--- config.mk ---
export PLATFORM = sky130hd
export DESIGN_NAME = round_seq_ctrl_flat
export DESIGN_NICKNAME = d
export VERILOG_FILES = /design/src/rtl/hash_pkg.sv /design/src/rtl/round_seq_ctrl_if.sv /design/src/rtl/delay2_reg.sv /design/src/rtl/round_seq_ctrl.sv /design/src/flat_wrapper.sv
export SDC_FILE = /design/constraint.sdc
export NUM_CORES = 1
export LEC_CHECK = 0
export ABC_AREA = 1
export BUFFER_PORTS_ARGS = -buffer_cell sky130_fd_sc_hd__buf_2
export CORE_ASPECT_RATIO = 0.75
export CORE_MARGIN = 2
export CORE_UTILIZATION = 40
export CTS_CLUSTER_DIAMETER = 50
export CTS_CLUSTER_SIZE = 8
export DETAILED_ROUTE_END_ITERATION = 7
export SYNTH_ARGS = -nofsm -noshare
export SYNTH_HDL_FRONTEND = slang
export SYNTH_SLANG_ARGS = --single-unit
--- constraint.sdc ---
create_clock -name clk -period 1.48 [get_ports clk]
set_input_delay 0.074 -clock clk [delete_from_list [all_inputs] [get_ports clk]]
set_output_delay 0.074 -clock clk [all_outputs]
set_load 0.01 [all_outputs]
--- src/rtl/hash_pkg.sv ---
// Shared constants and types for the hash round datapath (sequencer and data selector).
// Latency: n/a (declarations only).
// Backpressure: n/a.
// Contents: round limit and counter width, block counter width, FSM state enum, seed constant.
package hash_pkg;

   localparam int LAST_ROUND = 33;   // final round index, rounds run 0..LAST_ROUND
   localparam int CNT_W      = 6;    // width of round counter and its delayed copy
   localparam int BLK_W      = 8;    // width of completed-block counter

   // Seed word selected by the round-data selector before feedback takes over.
   localparam logic [23:0] SEED = 24'hFE8901;

   typedef enum logic [1:0] {
      IDLE  = 2'd0,
      RUN   = 2'd1,
      DRAIN = 2'd2
   } state_t;

endpackage

--- src/rtl/round_seq_ctrl_if.sv ---
// Handshake and status bundle between the hash controller and the round sequencer.
// Latency: n/a (wiring only).
// Backpressure: hold stalls round advance; start is a request, busy/done report progress.
// master: drives start/hold, observes counter/counter_2d/busy/done/block_cnt. slave: the sequencer.
interface round_seq_ctrl_if #(
   parameter int CNT_W = hash_pkg::CNT_W,
   parameter int BLK_W = hash_pkg::BLK_W
);

   logic             start;
   logic             hold;
   logic [CNT_W-1:0] counter;
   logic [CNT_W-1:0] counter_2d;
   logic             busy;
   logic             done;
   logic [BLK_W-1:0] block_cnt;

   modport master (
      output start,
      output hold,
      input  counter,
      input  counter_2d,
      input  busy,
      input  done,
      input  block_cnt
   );

   modport slave (
      input  start,
      input  hold,
      output counter,
      output counter_2d,
      output busy,
      output done,
      output block_cnt
   );

endinterface

--- src/rtl/delay2_reg.sv ---
// Generic W-bit two-stage delay line, shifting every clock.
// Latency: o_stage1 = i_d delayed 1 cycle, o_q = i_d delayed 2 cycles.
// Backpressure: none; always shifts.
// Ports: clk, reset (sync, active-high), i_d input word, o_stage1 first stage, o_q second stage.
module delay2_reg #(
   parameter int W = 8
) (
   input  logic         clk,
   input  logic         reset,
   input  logic [W-1:0] i_d,
   output logic [W-1:0] o_stage1,
   output logic [W-1:0] o_q
);

   logic [W-1:0] r_s1;
   logic [W-1:0] r_s2;

   always_ff @(posedge clk) begin
      if (reset) begin
         r_s1 <= '0;
         r_s2 <= '0;
      end else begin
         r_s1 <= i_d;
         r_s2 <= r_s1;
      end
   end

   assign o_stage1 = r_s1;
   assign o_q      = r_s2;

endmodule

--- src/rtl/round_seq_ctrl.sv ---
// Round sequencer: generates the round counter, a 2-cycle delayed copy, busy/done and a block count.
// Latency: round 0 appears the cycle after start is accepted; done fires 2 cycles after the final round.
// Backpressure: hold freezes the counter in RUN (except on the final round); start ignored mid-block.
// Ports: clk, reset (sync, active-high), bus (slave side: start, hold in; counter, counter_2d, busy, done, block_cnt out).
module round_seq_ctrl #(
   parameter int LAST_ROUND = hash_pkg::LAST_ROUND,
   parameter int CNT_W      = hash_pkg::CNT_W,
   parameter int BLK_W      = hash_pkg::BLK_W
) (
   input  logic                clk,
   input  logic                reset,
   round_seq_ctrl_if.slave     bus
);

   import hash_pkg::*;

   localparam logic [CNT_W-1:0] LAST_CNT = CNT_W'(LAST_ROUND);

   state_t           r_state;
   logic             r_drain;        // 0 = first DRAIN cycle, 1 = second
   logic [CNT_W-1:0] r_counter;
   logic             r_busy;
   logic             r_done;
   logic [BLK_W-1:0] r_block_cnt;

   logic             w_last;
   logic [CNT_W-1:0] w_stage1;
   logic [CNT_W-1:0] w_cnt_2d;

   assign w_last = (r_counter == LAST_CNT);

   // Sequencer FSM. busy is registered alongside the state so it equals (state != IDLE).
   always_ff @(posedge clk) begin
      if (reset) begin
         r_state   <= IDLE;
         r_drain   <= 1'b0;
         r_counter <= '0;
         r_busy    <= 1'b0;
      end else begin
         case (r_state)
            IDLE: begin
               r_counter <= '0;
               if (bus.start) begin
                  // counter stays 0 so round 0 is visible in the first RUN cycle
                  r_state <= RUN;
                  r_busy  <= 1'b1;
               end
            end
            RUN: begin
               if (w_last) begin
                  // final round always lasts one cycle regardless of hold,
                  // which guarantees a single done pulse per block
                  r_counter <= '0;
                  if (!bus.start) begin
                     r_state <= DRAIN;
                     r_drain <= 1'b0;
                  end
               end else if (!bus.hold) begin
                  r_counter <= r_counter + CNT_W'(1);
               end
            end
            DRAIN: begin
               // the delay line keeps shifting, so the pending done fires even on restart
               if (bus.start) begin
                  r_state   <= RUN;
                  r_counter <= '0;
               end else if (r_drain) begin
                  r_state <= IDLE;
                  r_busy  <= 1'b0;
               end else begin
                  r_drain <= 1'b1;
               end
            end
            default: begin
               r_state   <= IDLE;
               r_counter <= '0;
               r_busy    <= 1'b0;
            end
         endcase
      end
   end

   delay2_reg #(
      .W (CNT_W)
   ) u_delay2 (
      .clk      (clk),
      .reset    (reset),
      .i_d      (r_counter),
      .o_stage1 (w_stage1),
      .o_q      (w_cnt_2d)
   );

   // done is registered from the first delay stage so it lines up exactly with
   // counter_2d == LAST_ROUND; block_cnt advances on the same edge.
   always_ff @(posedge clk) begin
      if (reset) begin
         r_done      <= 1'b0;
         r_block_cnt <= '0;
      end else begin
         r_done <= (w_stage1 == LAST_CNT);
         if (w_stage1 == LAST_CNT) begin
            r_block_cnt <= r_block_cnt + BLK_W'(1);
         end
      end
   end

   assign bus.counter    = r_counter;
   assign bus.counter_2d = w_cnt_2d;
   assign bus.busy       = r_busy;
   assign bus.done       = r_done;
   assign bus.block_cnt  = r_block_cnt;

endmodule

--- src/flat_wrapper.sv ---
// flat-port wrapper written by rule: the top's interface ports become plain ports
module round_seq_ctrl_flat import hash_pkg::*;
#(
   parameter int LAST_ROUND = hash_pkg::LAST_ROUND,
   parameter int CNT_W      = hash_pkg::CNT_W,
   parameter int BLK_W      = hash_pkg::BLK_W
)
  (clk, reset, bus_start, bus_hold, bus_counter, bus_counter_2d, bus_busy, bus_done, bus_block_cnt);
  round_seq_ctrl_if #(.CNT_W(CNT_W), .BLK_W(BLK_W)) bus_i ();
  input  logic clk;
  input  logic reset;
  input wire logic [$bits(bus_i.start)-1:0] bus_start;
  input wire logic [$bits(bus_i.hold)-1:0] bus_hold;
  output wire logic [$bits(bus_i.counter)-1:0] bus_counter;
  output wire logic [$bits(bus_i.counter_2d)-1:0] bus_counter_2d;
  output wire logic [$bits(bus_i.busy)-1:0] bus_busy;
  output wire logic [$bits(bus_i.done)-1:0] bus_done;
  output wire logic [$bits(bus_i.block_cnt)-1:0] bus_block_cnt;
  assign bus_i.start = bus_start;
  assign bus_i.hold = bus_hold;
  assign bus_counter = bus_i.counter;
  assign bus_counter_2d = bus_i.counter_2d;
  assign bus_busy = bus_i.busy;
  assign bus_done = bus_i.done;
  assign bus_block_cnt = bus_i.block_cnt;
  round_seq_ctrl #(.LAST_ROUND(LAST_ROUND), .CNT_W(CNT_W), .BLK_W(BLK_W)) u_core (.clk(clk), .reset(reset), .bus(bus_i));
endmodule
# Yosys cells after proc, flatten, opt, wreduce, memory -nomap -nowiden
# Index checks and enable logic that the tools add are counted.
[totals] ff_bits=31 in_bits=4 output_inout_bits=22 elab_cells=47
[classes] n_addsub=2 n_eq_ne=12 muxes=18 n_bitwise=1 n_reduce_logical=6
[op_table] op="$mux W6" n=3
[op_table] op="$eq A6 B6 Y1 const B" n=2
[op_table] op="$pmux W6 S2" n=1
[op_table] op="$reduce_and A4 Y1" n=3
[op_table] op="$mux W2" n=5
[op_table] op="$add A8 B1 Y8 const B" n=1
[op_table] op="$ne A2 B2 Y1 const B" n=4
[op_table] op="$add A6 B1 Y6 const B" n=1
[op_table] op="$mux W1" n=6
[op_table] op="$ne A3 B2 Y1 const B" n=2
[op_table] op="$pmux W2 S3" n=1
[op_table] op="$ne A2 B1 Y1 const B" n=2
[op_table] op="$pmux W1 S3" n=1
[op_table] op="$eq A2 B1 Y1 const B" n=1
[op_table] op="$eq A2 B2 Y1 const B" n=1
[op_table] op="$logic_not A2 Y1" n=1
[op_table] op="$pmux W1 S2" n=1
[op_table] op="$reduce_and A2 Y1" n=1
[op_table] op="$reduce_bool A2 Y1" n=1
[op_table] op="$not A1 Y1" n=1

# Longest topological paths before layout
[depth] word_depth=4 ltp_mapped=8 ltp_nobuf=8

# Hierarchy
# From an unflattened synthesis, not the netlist that was laid out.
[unflattened] cells_unflattened=207 hier_area_um2=1506.4
[by_module_without_submodules] mod="round_seq_ctrl" instances=1 cells_each=170 area_each_um2=1164.9
[by_module_without_submodules] mod="delay2_reg" instances=1 cells_each=37 area_each_um2=341.6

# Least setup slack after synthesis
# OpenSTA, ideal clock, no wires.
[synth_timing] kind="register to register" start="reg u_core.r_counter[1] (netlist: u_core.bus.counter[1])" end="reg u_core.r_counter[1] (netlist: u_core.bus.counter[1])" setup_ns=0.113 arrival_time_ns=1.101 t_required_ns=1.367 setup_slack_ns=0.266 stages_incl_launch_ff=9 n_path_buf=0 synth_period_minus_slack_ns=1.214 path_cell_list="dfxtp_1 -> inv_1 -> ha_1 -> nand3_4 -> nand2_4 -> nand2_4 -> nand2_1 -> nand2_1 -> nor2_1"
[synth_between] elab_chain_cells=4 word_cells_on_any_way=7 cone_classes="1 x add/sub; 2 x eq/ne; 3 x mux; 1 x reduce/logical"
[synth_lines] element="start, declared" line="round_seq_ctrl.sv:21" source="logic [CNT_W-1:0] r_counter;"
[synth_lines] element="start signal, assigned" line="round_seq_ctrl.sv:59" source="r_counter <= r_counter + CNT_W'(1);"
[synth_lines] element="$add A6 B1 Y6" line="round_seq_ctrl.sv:59"
[synth_lines] element="$mux W6" line="round_seq_ctrl.sv:58" source="end else if (!bus.hold) begin"
[synth_lines] element="$mux W6" line="round_seq_ctrl.sv:50" source="if (w_last) begin"
[synth_lines] element="$pmux W6 S2" line="round_seq_ctrl.sv:40" source="case (r_state)"
# Several ways; a longest one is shown, not always the timed one. The select of a mux whose other input is x is not followed.
# A chain may end at the register's enable or synchronous reset.

# Final worst setup path
# Same ends and word-level chain as after synthesis.

==> results.txt <==
Final Util = 50.0%
most common cell after layout, fill and taps aside = nand2_1
slowest CP cell = dfxtp_1
Mapped Area = 1340 µm²
crit-path cells = inv_1 -> ha_1 -> nand3_4 -> nand2_4 -> nand2_4 -> nand2_1 -> nand2_1 -> nor2_1
hold path endpoint = u_core.u_delay2.o_q[2]$_SDFF_PP0_
clock tree root driver cell = clkbuf_8
Reg2Reg Setup Slack = 0.19 ns
post-CTS setup buffers = 0
TritonRoute pass-1 iters = 4
final std cells w/o fill = 255
initial antenna violation count = 0
hold slack = 0.194 ns
Ports = 26
Row Count = 18
Clock transition at path regs = 0.06 ns
most frequent cells in the layout = 38 x nand2_1, 35 x nor2_1, 31 x dfxtp_1, 25 x buf_2, 17 x inv_1
Setup Crit Path Kind = reg2reg
Post-CTS Hold Fix Bufs = 0
area leader, netlist = dfxtp_1
Die ar. = 3840 µm²
global route overflow = 0
final number of setup-violating endpoints = 0
Clk pwr share = 44.4%
total net switching power = 442 µW
Crit. End Element = flip-flop
PortBufs = 25
Worst-Margin Slew = 0.375 ns
RR Endpoint = u_core.bus.counter[1]$_SDFFE_PP0P_
Die H = 54.2 µm
yosys warns = 0
Initial Util = 41.4%
drt via density = 4.69
Setup TNS Final = 0 ns
layout cells sized above 1 = 23.7%
worst vdd ir = 0.646 mV
Nets = 221
Synth Instances = 185
Worst Hold Class = in2reg
GPL Wtd Cong = 0.837
vias in the first global route = 1073
Synth area leaders = dfxtp_1 46%, nand2_1 11%, nor2_1 9.8%
initial drt markers = 52
largest net degree at the start of global routing = 20
Leak = 0.000746 µW
Max FO, Critical Path = 7
GRT Total Usage = 15.5%
Yosys cell types = 20
CTS tree = yes
Data required, critical path = 1.65 ns
RSZ-0062 raised after global routing = false
FF-to-FF path depth = 8
Routed Antenna Nets = 0
Vias = 1195
max_slew headroom = 75.0%
Syn Area/Cell = 7.26 µm²
top cell type's share of synthesized area = 46.2%
Max clock buf depth = 2
status = finished clean
total of max-cap violations = 0
Seq/Total Area, Yosys = 46.2%
H-tree Lvls = 2
Final period util = 86.9%
die width = 70.9 µm
Seq cells post-synth = 31
Final Cell Area = 1620 µm²
Syn-to-layout area delta = 20.8%
Seq pwr share = 46.4%
RR Startpoint = u_core.bus.counter[1]$_SDFFE_PP0P_
Slew Viols, Final = 0
n_diodes = 0
final period demand of the worst path = 1.29 ns
Sw Ratio = 23.1%
Total Wirelength = 2.66 mm
CTS buffer count = 5
placed cells = 247
data arrival time at the worst-slack endpoint = 1.45 ns
fmax = 0.777 GHz
Avg WL per Cell = 10.4 µm
Min-Delay Path Depth = 2
TritonCTS Sinks = 31
DR DRC count = 0
Clk Latency, worst-skew pair = 0.27 ns
Power per Cell Area = 1180 nW/µm²
first-pass GRT wire length = 4.60 mm
Mapped Nets = 192
post_cts resized = 0
Int Power = 1470 µW
final hold violation count = 0
Startpoint Class = flip-flop
combinational share of power = 9.2%
core area = 3240 µm²
DP HPWL = 1.96 mm
hold path startpoint = reset
Setup Skew = 0.00456 ns
CP max stage delay = 0.40 ns
Placement Cell Area = 1500 µm²
-- power groups by stage --
stage	sequential (µW)	clock, µW	combinational (µW)
2_1_floorplan	910	0	124
3_3_place_gp	904	0	174
6_report	887	848	175
5_1_grt	890	905	201
4_1_cts	887	872	176
3_5_place_dp	905	0	176
-- cell families after synthesis --
| logic type | synth area share [%] |
|---|---|
| xor+xnor | 0.652 |
| buf+inv | 8.29 |
| flops | 46.2 |
| compound gates | 7.46 |
| simple gates | 34.6 |
| fa+ha+maj | 2.80 |
-- state kept, by name, indices dropped and copies added (netlist names) --
register and flops:
u_core.u_delay2.o_q 6, u_core.bus.block_cnt 8, u_core.r_drain 1, u_core.bus.counter 6, u_core.bus.done 1, u_core.r_state 2, u_core.u_delay2.o_stage1 6, u_core.bus.busy 1
-- synth_stat cells (all sizes together) --
cell type  instances
nand2             42
nor2              38
dfxtp             31
inv               26
nand3             16
a21oi             10
o21ai             10
buf                3
ha                 3
nand4              3
nand3b             1
nor3               1
xnor2              1
-- worst max-delay path by stage --
stage / startpoint / end / slack [ns] / depth (start not counted)
after detailed placement: u_core.bus.counter[1]$_SDFFE_PP0P_ / u_core.bus.counter[1]$_SDFFE_PP0P_ / 0.20 / 8
after floorplan: u_core.bus.counter[1]$_SDFFE_PP0P_ / u_core.bus.counter[1]$_SDFFE_PP0P_ / 0.27 / 8
after global placement: u_core.bus.counter[1]$_SDFFE_PP0P_ / u_core.bus.counter[1]$_SDFFE_PP0P_ / 0.28 / 8
after CTS: u_core.bus.counter[1]$_SDFFE_PP0P_ / u_core.bus.counter[5]$_SDFFE_PP0P_ / 0.20 / 8
final: u_core.bus.counter[1]$_SDFFE_PP0P_ / u_core.bus.counter[1]$_SDFFE_PP0P_ / 0.19 / 8
after global routing: u_core.bus.block_cnt[1]$_SDFFE_PP0P_ / u_core.bus.block_cnt[6]$_SDFFE_PP0P_ / 0.06 / 6
-- layer usage --
layer	GRT usage, %	share of wire (%)	vias up
li1	-	-	634
met3	4.87	4.9	2
met1	18.9	49	535
met4	5.03	0.53	0
met5	0	0	-
met2	26.3	46	24
-- worst max-delay path: cells and delay by family, from the launching register on --
kind | cells | cell delay [ns]
and+or+nand+nor | 6 | 0.46
buffers and inverters | 1 | 0.10
DFF | 1 | 0.40
adders and majority gates | 1 | 0.22
-- cell type report --
class                   instances  area, µm²
clock buffers                   6       82.6
clock inverters                 2       35.0
fillers                       358       1620
inverters                      26       97.6
multi-input cells             125        611
flip-flops and latches         31        621
well taps                      40       50.0
repair buffers                 25        125
-- through the flow --
stage                     setup slack, ns  total power, µW
after floorplan                     0.266             1030
after global placement              0.275             1080
after detailed placement            0.204             1080
after CTS                           0.199             1940
after global routing               0.0601             2000
final                               0.193             1910
(Power assumes the default switching activity.)
